[src/rtl/packet_space_releaser.sv]
// ---------------------------------------------------------------------------
// packet_space_releaser
//
// Read-side companion of the packet planner. Completed packet lengths arrive
// as MVB words in planner order. Each length is rounded up to the planner
// alignment and the freed bytes are accumulated. They are handed back to the
// planner in batches by advancing the space read pointer.
//
// Ports
//   clk             clock
//   rst_n           asynchronous reset, active low
//   rx_len_i        ITEMS packed lengths, item 0 in the LSBs
//   rx_vld_i        per-item valid
//   rx_src_rdy_i    word valid
//   rx_dst_rdy_o    ready; low in reset, high afterwards (no backpressure)
//   flush_i         force release of a non-empty accumulator
//   space_wr_ptr_i  planner write pointer, bounds what may be released
//   space_rd_ptr_o  released read pointer
//   rd_ptr_vld_o    one-cycle pulse when space_rd_ptr_o takes a new value
//   err_o           sticky: a release asked for more bytes than were in use
//
// Pipeline: word accepted in cycle N -> aligned lengths in N+1 -> accumulator
// in N+2 -> earliest pointer change visible in N+3.
// ---------------------------------------------------------------------------
module packet_space_releaser #(
    parameter int ITEMS      = 4,
    parameter int LEN_WIDTH  = 15,
    parameter int SPACE_SIZE = 65536,
    parameter int ALIGN      = 8,
    parameter int THRESHOLD  = 512,
    parameter int TIMEOUT    = 16
) (
    input  logic                            clk,
    input  logic                            rst_n,
    input  logic [ITEMS*LEN_WIDTH-1:0]      rx_len_i,
    input  logic [ITEMS-1:0]                rx_vld_i,
    input  logic                            rx_src_rdy_i,
    output logic                            rx_dst_rdy_o,
    input  logic                            flush_i,
    input  logic [$clog2(SPACE_SIZE)-1:0]   space_wr_ptr_i,
    output logic [$clog2(SPACE_SIZE)-1:0]   space_rd_ptr_o,
    output logic                            rd_ptr_vld_o,
    output logic                            err_o
);

    localparam int PTR_WIDTH = $clog2(SPACE_SIZE);
    localparam int ACC_W     = PTR_WIDTH + 1;
    localparam int AL_W      = LEN_WIDTH + 1;
    localparam int SUM_W     = AL_W + $clog2(ITEMS);
    localparam int WIDE_W    = ((ACC_W > SUM_W) ? ACC_W : SUM_W) + 1;
    localparam int TMR_W     = $clog2(TIMEOUT) + 1;

    localparam logic [AL_W-1:0]  ALIGN_M1 = AL_W'(ALIGN - 1);
    localparam logic [ACC_W-1:0] THRESH   = ACC_W'(THRESHOLD);
    localparam logic [TMR_W-1:0] TMR_LAST = TMR_W'(TIMEOUT - 1);

    typedef enum logic {
        IDLE,
        ACCUM
    } state_t;

    logic                  rdy_q;
    logic [AL_W-1:0]       aligned_d [ITEMS];
    logic [AL_W-1:0]       aligned_q [ITEMS];
    logic [ACC_W-1:0]      acc_d, acc_q;
    logic [TMR_W-1:0]      timer_d, timer_q;
    state_t                state_d, state_q;
    logic [PTR_WIDTH-1:0]  rd_ptr_d, rd_ptr_q;
    logic                  vld_d, vld_q;
    logic                  err_d, err_q;

    logic                  xfer;
    logic [WIDE_W-1:0]     word_sum;
    logic [WIDE_W-1:0]     acc_sum;
    logic [PTR_WIDTH-1:0]  used;
    logic [PTR_WIDTH-1:0]  rel;
    logic                  commit;
    logic                  over;

    assign xfer           = rx_src_rdy_i & rdy_q;
    assign rx_dst_rdy_o   = rdy_q;
    assign space_rd_ptr_o = rd_ptr_q;
    assign rd_ptr_vld_o   = vld_q;
    assign err_o          = err_q;

    // Stage 1: round every valid length up to the alignment; invalid items
    // and idle cycles contribute nothing.
    always_comb begin
        for (int i = 0; i < ITEMS; i++) begin
            aligned_d[i] = '0;
            if (xfer && rx_vld_i[i]) begin
                aligned_d[i] = ({1'b0, rx_len_i[i*LEN_WIDTH +: LEN_WIDTH]} + ALIGN_M1) & ~ALIGN_M1;
            end
        end
    end

    // Stage 2 input: total freed bytes of the word held in stage 1.
    always_comb begin
        word_sum = '0;
        for (int i = 0; i < ITEMS; i++) begin
            word_sum = word_sum + WIDE_W'(aligned_q[i]);
        end
    end

    // Release decision and pointer arithmetic. The accumulator restarts from
    // the incoming word on a commit cycle so those bytes are kept. Only the
    // bytes actually in use between read and write pointer are released; an
    // excess request flags the sticky error.
    always_comb begin
        commit   = (acc_q != '0) &&
                   ((acc_q >= THRESH) ||
                    ((state_q == ACCUM) && (timer_q == TMR_LAST)) ||
                    flush_i);
        used     = space_wr_ptr_i - rd_ptr_q;
        over     = acc_q > {1'b0, used};
        rel      = over ? used : acc_q[PTR_WIDTH-1:0];
        acc_sum  = (commit ? '0 : WIDE_W'(acc_q)) + word_sum;
        acc_d    = acc_sum[ACC_W-1:0];

        rd_ptr_d = rd_ptr_q;
        vld_d    = 1'b0;
        err_d    = err_q;
        if (commit) begin
            rd_ptr_d = rd_ptr_q + rel;
            vld_d    = (rel != '0);
            if (over) begin
                err_d = 1'b1;
            end
        end
    end

    // FSM next state: ACCUM whenever bytes are pending. The timer counts the
    // age of the current batch and restarts after every commit.
    always_comb begin
        state_d = (acc_d != '0) ? ACCUM : IDLE;
        timer_d = '0;
        if ((state_q == ACCUM) && (state_d == ACCUM) && !commit) begin
            timer_d = timer_q + 1'b1;
        end
    end

    // Pipeline, accumulator, FSM and output registers.
    always_ff @(posedge clk or negedge rst_n) begin
        if (!rst_n) begin
            rdy_q    <= 1'b0;
            acc_q    <= '0;
            timer_q  <= '0;
            state_q  <= IDLE;
            rd_ptr_q <= '0;
            vld_q    <= 1'b0;
            err_q    <= 1'b0;
            for (int i = 0; i < ITEMS; i++) begin
                aligned_q[i] <= '0;
            end
        end else begin
            rdy_q    <= 1'b1;
            acc_q    <= acc_d;
            timer_q  <= timer_d;
            state_q  <= state_d;
            rd_ptr_q <= rd_ptr_d;
            vld_q    <= vld_d;
            err_q    <= err_d;
            for (int i = 0; i < ITEMS; i++) begin
                aligned_q[i] <= aligned_d[i];
            end
        end
    end

    // The accumulator must never exceed its width; this guards the
    // parameter relation between threshold, lengths and space size on the
    // traffic actually seen.
    always_ff @(posedge clk) begin
        if (rst_n) begin
            assert (acc_sum[WIDE_W-1:ACC_W] == '0);
        end
    end

endmodule
[config.mk]
export PLATFORM = sky130hd
export DESIGN_NAME = packet_space_releaser
export DESIGN_NICKNAME = d
export VERILOG_FILES = /design/src/rtl/packet_space_releaser.sv
export SDC_FILE = /design/constraint.sdc
export NUM_CORES = 1
export LEC_CHECK = 0
export CORE_MARGIN = 2
export CORE_UTILIZATION = 40
export CTS_CLUSTER_SIZE = 20
export DETAILED_ROUTE_END_ITERATION = 16
export RECOVER_POWER = 50
export SLEW_MARGIN = 5
export SYNTH_ARGS = -nofsm -noshare
export SYNTH_HDL_FRONTEND = slang
export SYNTH_SLANG_ARGS = --single-unit
export TNS_END_PERCENT = 20
[constraint.sdc]
create_clock -name clk -period 13.2 [get_ports clk]
set_clock_uncertainty 0.1 [all_clocks]
set_input_delay 1.98 -clock clk [delete_from_list [all_inputs] [get_ports clk]]
set_output_delay 1.98 -clock clk [all_outputs]
set_load 0.02 [all_outputs]
Yosys cells after proc, flatten, opt, wreduce, memory -nomap -nowiden
Index checks and enable logic that the tools add are counted.

storage, ports and cells
  bits in registers = 106
  output and inout bits = 19
  input bits = 84
  word-level logic and storage cells = 50

cells by class
  eq/ne operators = 1
  multiplexer cells = 9
  add/sub/neg operators = 11
  magnitude comparators = 2
  reduce and logical (&&, ||, !) cells = 15
  bitwise operators = 1

operator list
  operator               count
  $mux 16                5
  $add 15x3->16 const B  4
  $add 17x16->17         2
  $reduce_bool 17->1     2
  $add 16x16->17         1
  $add 17x17->17         1
  $ge 17x10->1 const B   1
  $gt 17x16->1           1
  $mux 17                1
  $add 16x16->16         1
  $reduce_bool 16->1     1
  $sub 16x16->16         1
  $logic_and 1x1->1      8
  $add 5x1->5 const B    1
  $eq 5x4->1 const B     1
  $mux 5                 1
  $logic_or 1x1->1       2
  $mux 1                 2
  $reduce_and 2->1       1
  $and 1x1->1            1
  $logic_not 1->1        1

Logic depth before layout (Yosys ltp)
  depth after elaboration = 12
  mapped depth = 32
  mapped depth without buffers = 30

Worst setup path after synthesis
Ideal clock, no wire load.

  kind = input -> register
  from = input space_wr_ptr_i[0]
  to = register rd_ptr_q[15] (netlist: space_rd_ptr_o[15])
  stages on the path = 31
  library setup time = 0.080 ns
  arrival time = 8.137 ns
  slack = 4.883 ns
  path buffers = 2
  cells stage by stage = inv_1 -> ha_1 -> inv_1 -> fa_1 -> a211oi_1 -> o21bai_1 -> a31o_2 -> o41ai_1 -> o21bai_1 -> a21oi_1 -> xnor2_1 -> inv_1 -> ha_1 -> a21o_1 -> a211o_1 -> nor2_1 -> o2111ai_1 -> nand2_1 -> clkbuf_1 -> clkbuf_1 -> o21ai_0 -> ha_1 -> a21oi_1 -> o2111a_1 -> o31ai_1 -> nor4_1 -> nor3_1 -> a211oi_1 -> or4_1 -> a21oi_1 -> xor2_1

on the way
  cells in the longest elaborated chain, start to end = 4

ends and longest elaborated chain
  item                  line  text
  start, declared       40    input logic [$clog2(SPACE_SIZE)-1:0] space_wr_ptr_i,
  $sub 16x16->16 (*)    114   used = space_wr_ptr_i - rd_ptr_q;
  $gt 17x16->1          115   over = acc_q > {1'b0, used};
  $mux 16 (*)           116   rel = over ? used : acc_q[PTR_WIDTH-1:0];
  $add 16x16->16 (*)    124   rd_ptr_d = rd_ptr_q + rel;
  end signal, assigned  160   rd_ptr_q <= rd_ptr_d;
  end, declared         68    logic [PTR_WIDTH-1:0] rd_ptr_d, rd_ptr_q;

Mark *: on every way between the ends. The rest lies on a longest branch, timed or not.
A chain may end at the register's enable or synchronous reset.

Final worst setup path
Ends and elaborated chain as after synthesis.

==> metrics.cfg <==
[clocking]
clk_latency_ns=0.35
tritoncts=done
clk_pin_slew_ns=0.07
cts_buffers=9
clock-sinks=94
cts-root-buf=clkbuf_16
cts_setup_buffers=0
hold_buffers=0
cts_max_level=3
cts_buffer_depth=2
ctsResizeCount=0

[timing]
tns_ns=0
slew_headroom_pct=-144
finalWorstSetupSlack_ns=4.14
period_share_pct=68.6
hold_viol_final=0
rsz0062_at_grt=false
fmax_ghz=0.110
setup_viol=0
min_period_ns=9.06
worst_slew_pin_slew_ns=3.66
maxSlewViolCount=73

[critical_path]
crit_type=in -> reg
crit_arrival_ns=9.24
cp_max_fo=28
cp_slowest_cell=nand2_1
slowest_delay_ns=0.62
startpoint_type=input pin
end_kind=register
crit_required_ns=13.38

[drt]
routed_wl_um=14200
firstDrtPassIters=6
drc=0
drtIter0Drc=97
ant_nets=0
via_per_inst=4.86
wire_per_inst_um=12.9
num_vias=5354

[logic_synthesis]
yosys_most_used_dff=dfrtp_1
ys_types=53
synth_area_um2=7130
synthArstFlopShare_pct=100
synth_edf_count=0
synth.top_cell.area_share_pct=33.0
ys_ff_latch=94
yosysTopAreaCell=dfrtp_1
yosysSeqAreaShare_pct=33.0
yosysWarningCount=0
netlist_instances=761
synth_area_per_cell_um2=9.37
synth.top_cells.by_area=dfrtp_1 (33%), fa_1 (11%), ha_1 (11%)

[run_status]
violations=max-capacitance violations, max-slew violations
status=finished, violations left

[placement]
portBuffers=102
hpwlAfterDp_um=11900
place_congestion=0.881
placed_cells=1086
dp_slack_ns=3.73
dpl_cell_area_um2=8430

[grt]
grt_pass1_wl_um=24400
first_global_vias=5341
groute.usage.overall_pct=16.3
antenna_found_initial=0
grt_max_degree=73
grt-ovfl-total=0

[power]
leakagePower_uw=0.00409
p_per_area_nw_per_um2=252
p_total_uw=2190
ir_worst_vdd_uv=125

[finish]
fin_cells=1102
final_common_cell=clkdlybuf4s50_1
num_antenna_cells=0
final_cell_mix=clkdlybuf4s50_1 (99), dfrtp_1 (94), nor2_1 (85)
nets=1058
final_area_um2=8710
syn_to_final_growth_pct=22.1
drive_gt1_share_pct=3.76

[floorplanning]
die_area_um2=18900
initial_utilization_pct=41.1
die_h_um=138
io_pins=103
core_area_um2=17400
placementRows=48
die_w_um=138

[flow_run]
drv_cap=1

[hold_path]
hold_class=reg -> reg

==> per-layer routing <==
metal / track usage, % / vias to the layer above / wire, µm
met5: 0 / - / 0
met4: 5.56 / 0 / 217
met3: 2.47 / 15 / 636
met2: 27.7 / 120 / 6750
met1: 21.3 / 2434 / 6560
li1: - / 2785 / -
==> through the flow <==
step | util (%) | hold WS [ns]
finish | 50.2 | 0.364
detailed placement | 48.6 | 0.352
global placement | 48.6 | 0.349
floorplan | - | 0.333
global route | 50.2 | 0.403
CTS | 50.2 | 0.361
==> kinds of logic after synthesis <==
group	after synthesis	synth area share, %
buffers and inverters	90	4.74
flip-flops	94	33.0
other	2	0.105
adder cells (fa/ha/maj)	102	22.1
AO/OA/AOI/OAI	125	11.8
XOR/XNOR	89	10.9
AND/OR/NAND/NOR	253	16.4
multiplexers	6	0.895
==> critical path: cells and delay by family <==
kind                       cells  cell delay (ns)
buffers and inverters          4             0.57
xor gates and xnor gates       2             0.33
adders and majority gates      4             1.23
and+or+nand+nor                5             1.53
AOI/OAI and AO/OA             15             3.57
==> final timing paths <==
kind                            cells after the start  slack, ns                              to                          start
worst max-delay path                               30       4.14  space_rd_ptr_o[15]$_DFFE_PN0P_              space_wr_ptr_i[0]
worst min-delay path                                1       0.36            timer_q[0]$_DFF_PN0_           timer_q[0]$_DFF_PN0_
worst max register to register                     28       5.80  space_rd_ptr_o[15]$_DFFE_PN0P_  space_rd_ptr_o[0]$_DFFE_PN0P_
worst min register to register                      1       0.36            timer_q[0]$_DFF_PN0_           timer_q[0]$_DFF_PN0_
max in group asynchronous                           2       7.12         aligned_q[20]$_DFF_PN0_                          rst_n
min in group asynchronous                           1       1.79  space_rd_ptr_o[14]$_DFFE_PN0P_                          rst_n
==> final cells by class <==
cell class | instances | area (µm²)
inverters | 80 | 300
fillers | 1675 | 8650
repair buffers | 104 | 1030
flip-flops and latches | 94 | 2350
clock inverters | 6 | 45.0
multi-input cells | 583 | 4470
clock buffers | 10 | 239
well taps | 225 | 282
==> Yosys cell counts, types with 4 or more instances <==
cell,number
a211oi_1,4
a21o_1,14
a21oi_1,29
and2_1,12
and3_1,7
clkbuf_1,9
dfrtp_1,94
fa_1,40
ha_1,62
inv_1,80
nand2_1,56
nand3_1,30
nor2_1,86
nor2b_1,9
nor3_1,27
nor4_1,5
o21a_1,9
o21ai_0,28
o21bai_1,6
o31ai_1,7
or2_2,7
or3_1,4
xnor2_1,48
xor2_1,41
==> registers in the layout, indices dropped and copies added, names as in the netlist <==
signal and cells:
aligned_q 52, acc_q 17, space_rd_ptr_o 16, timer_q 5, err_o 1, rd_ptr_vld_o 1, rx_dst_rdy_o 1, state_q 1
==> power by group <==
part	switching, µW	total, µW	internal, µW
clock network	113	247	134
registers	44.1	394	350
logic	871	1550	681
No activity file was read; power rests on OpenSTA's default activity.
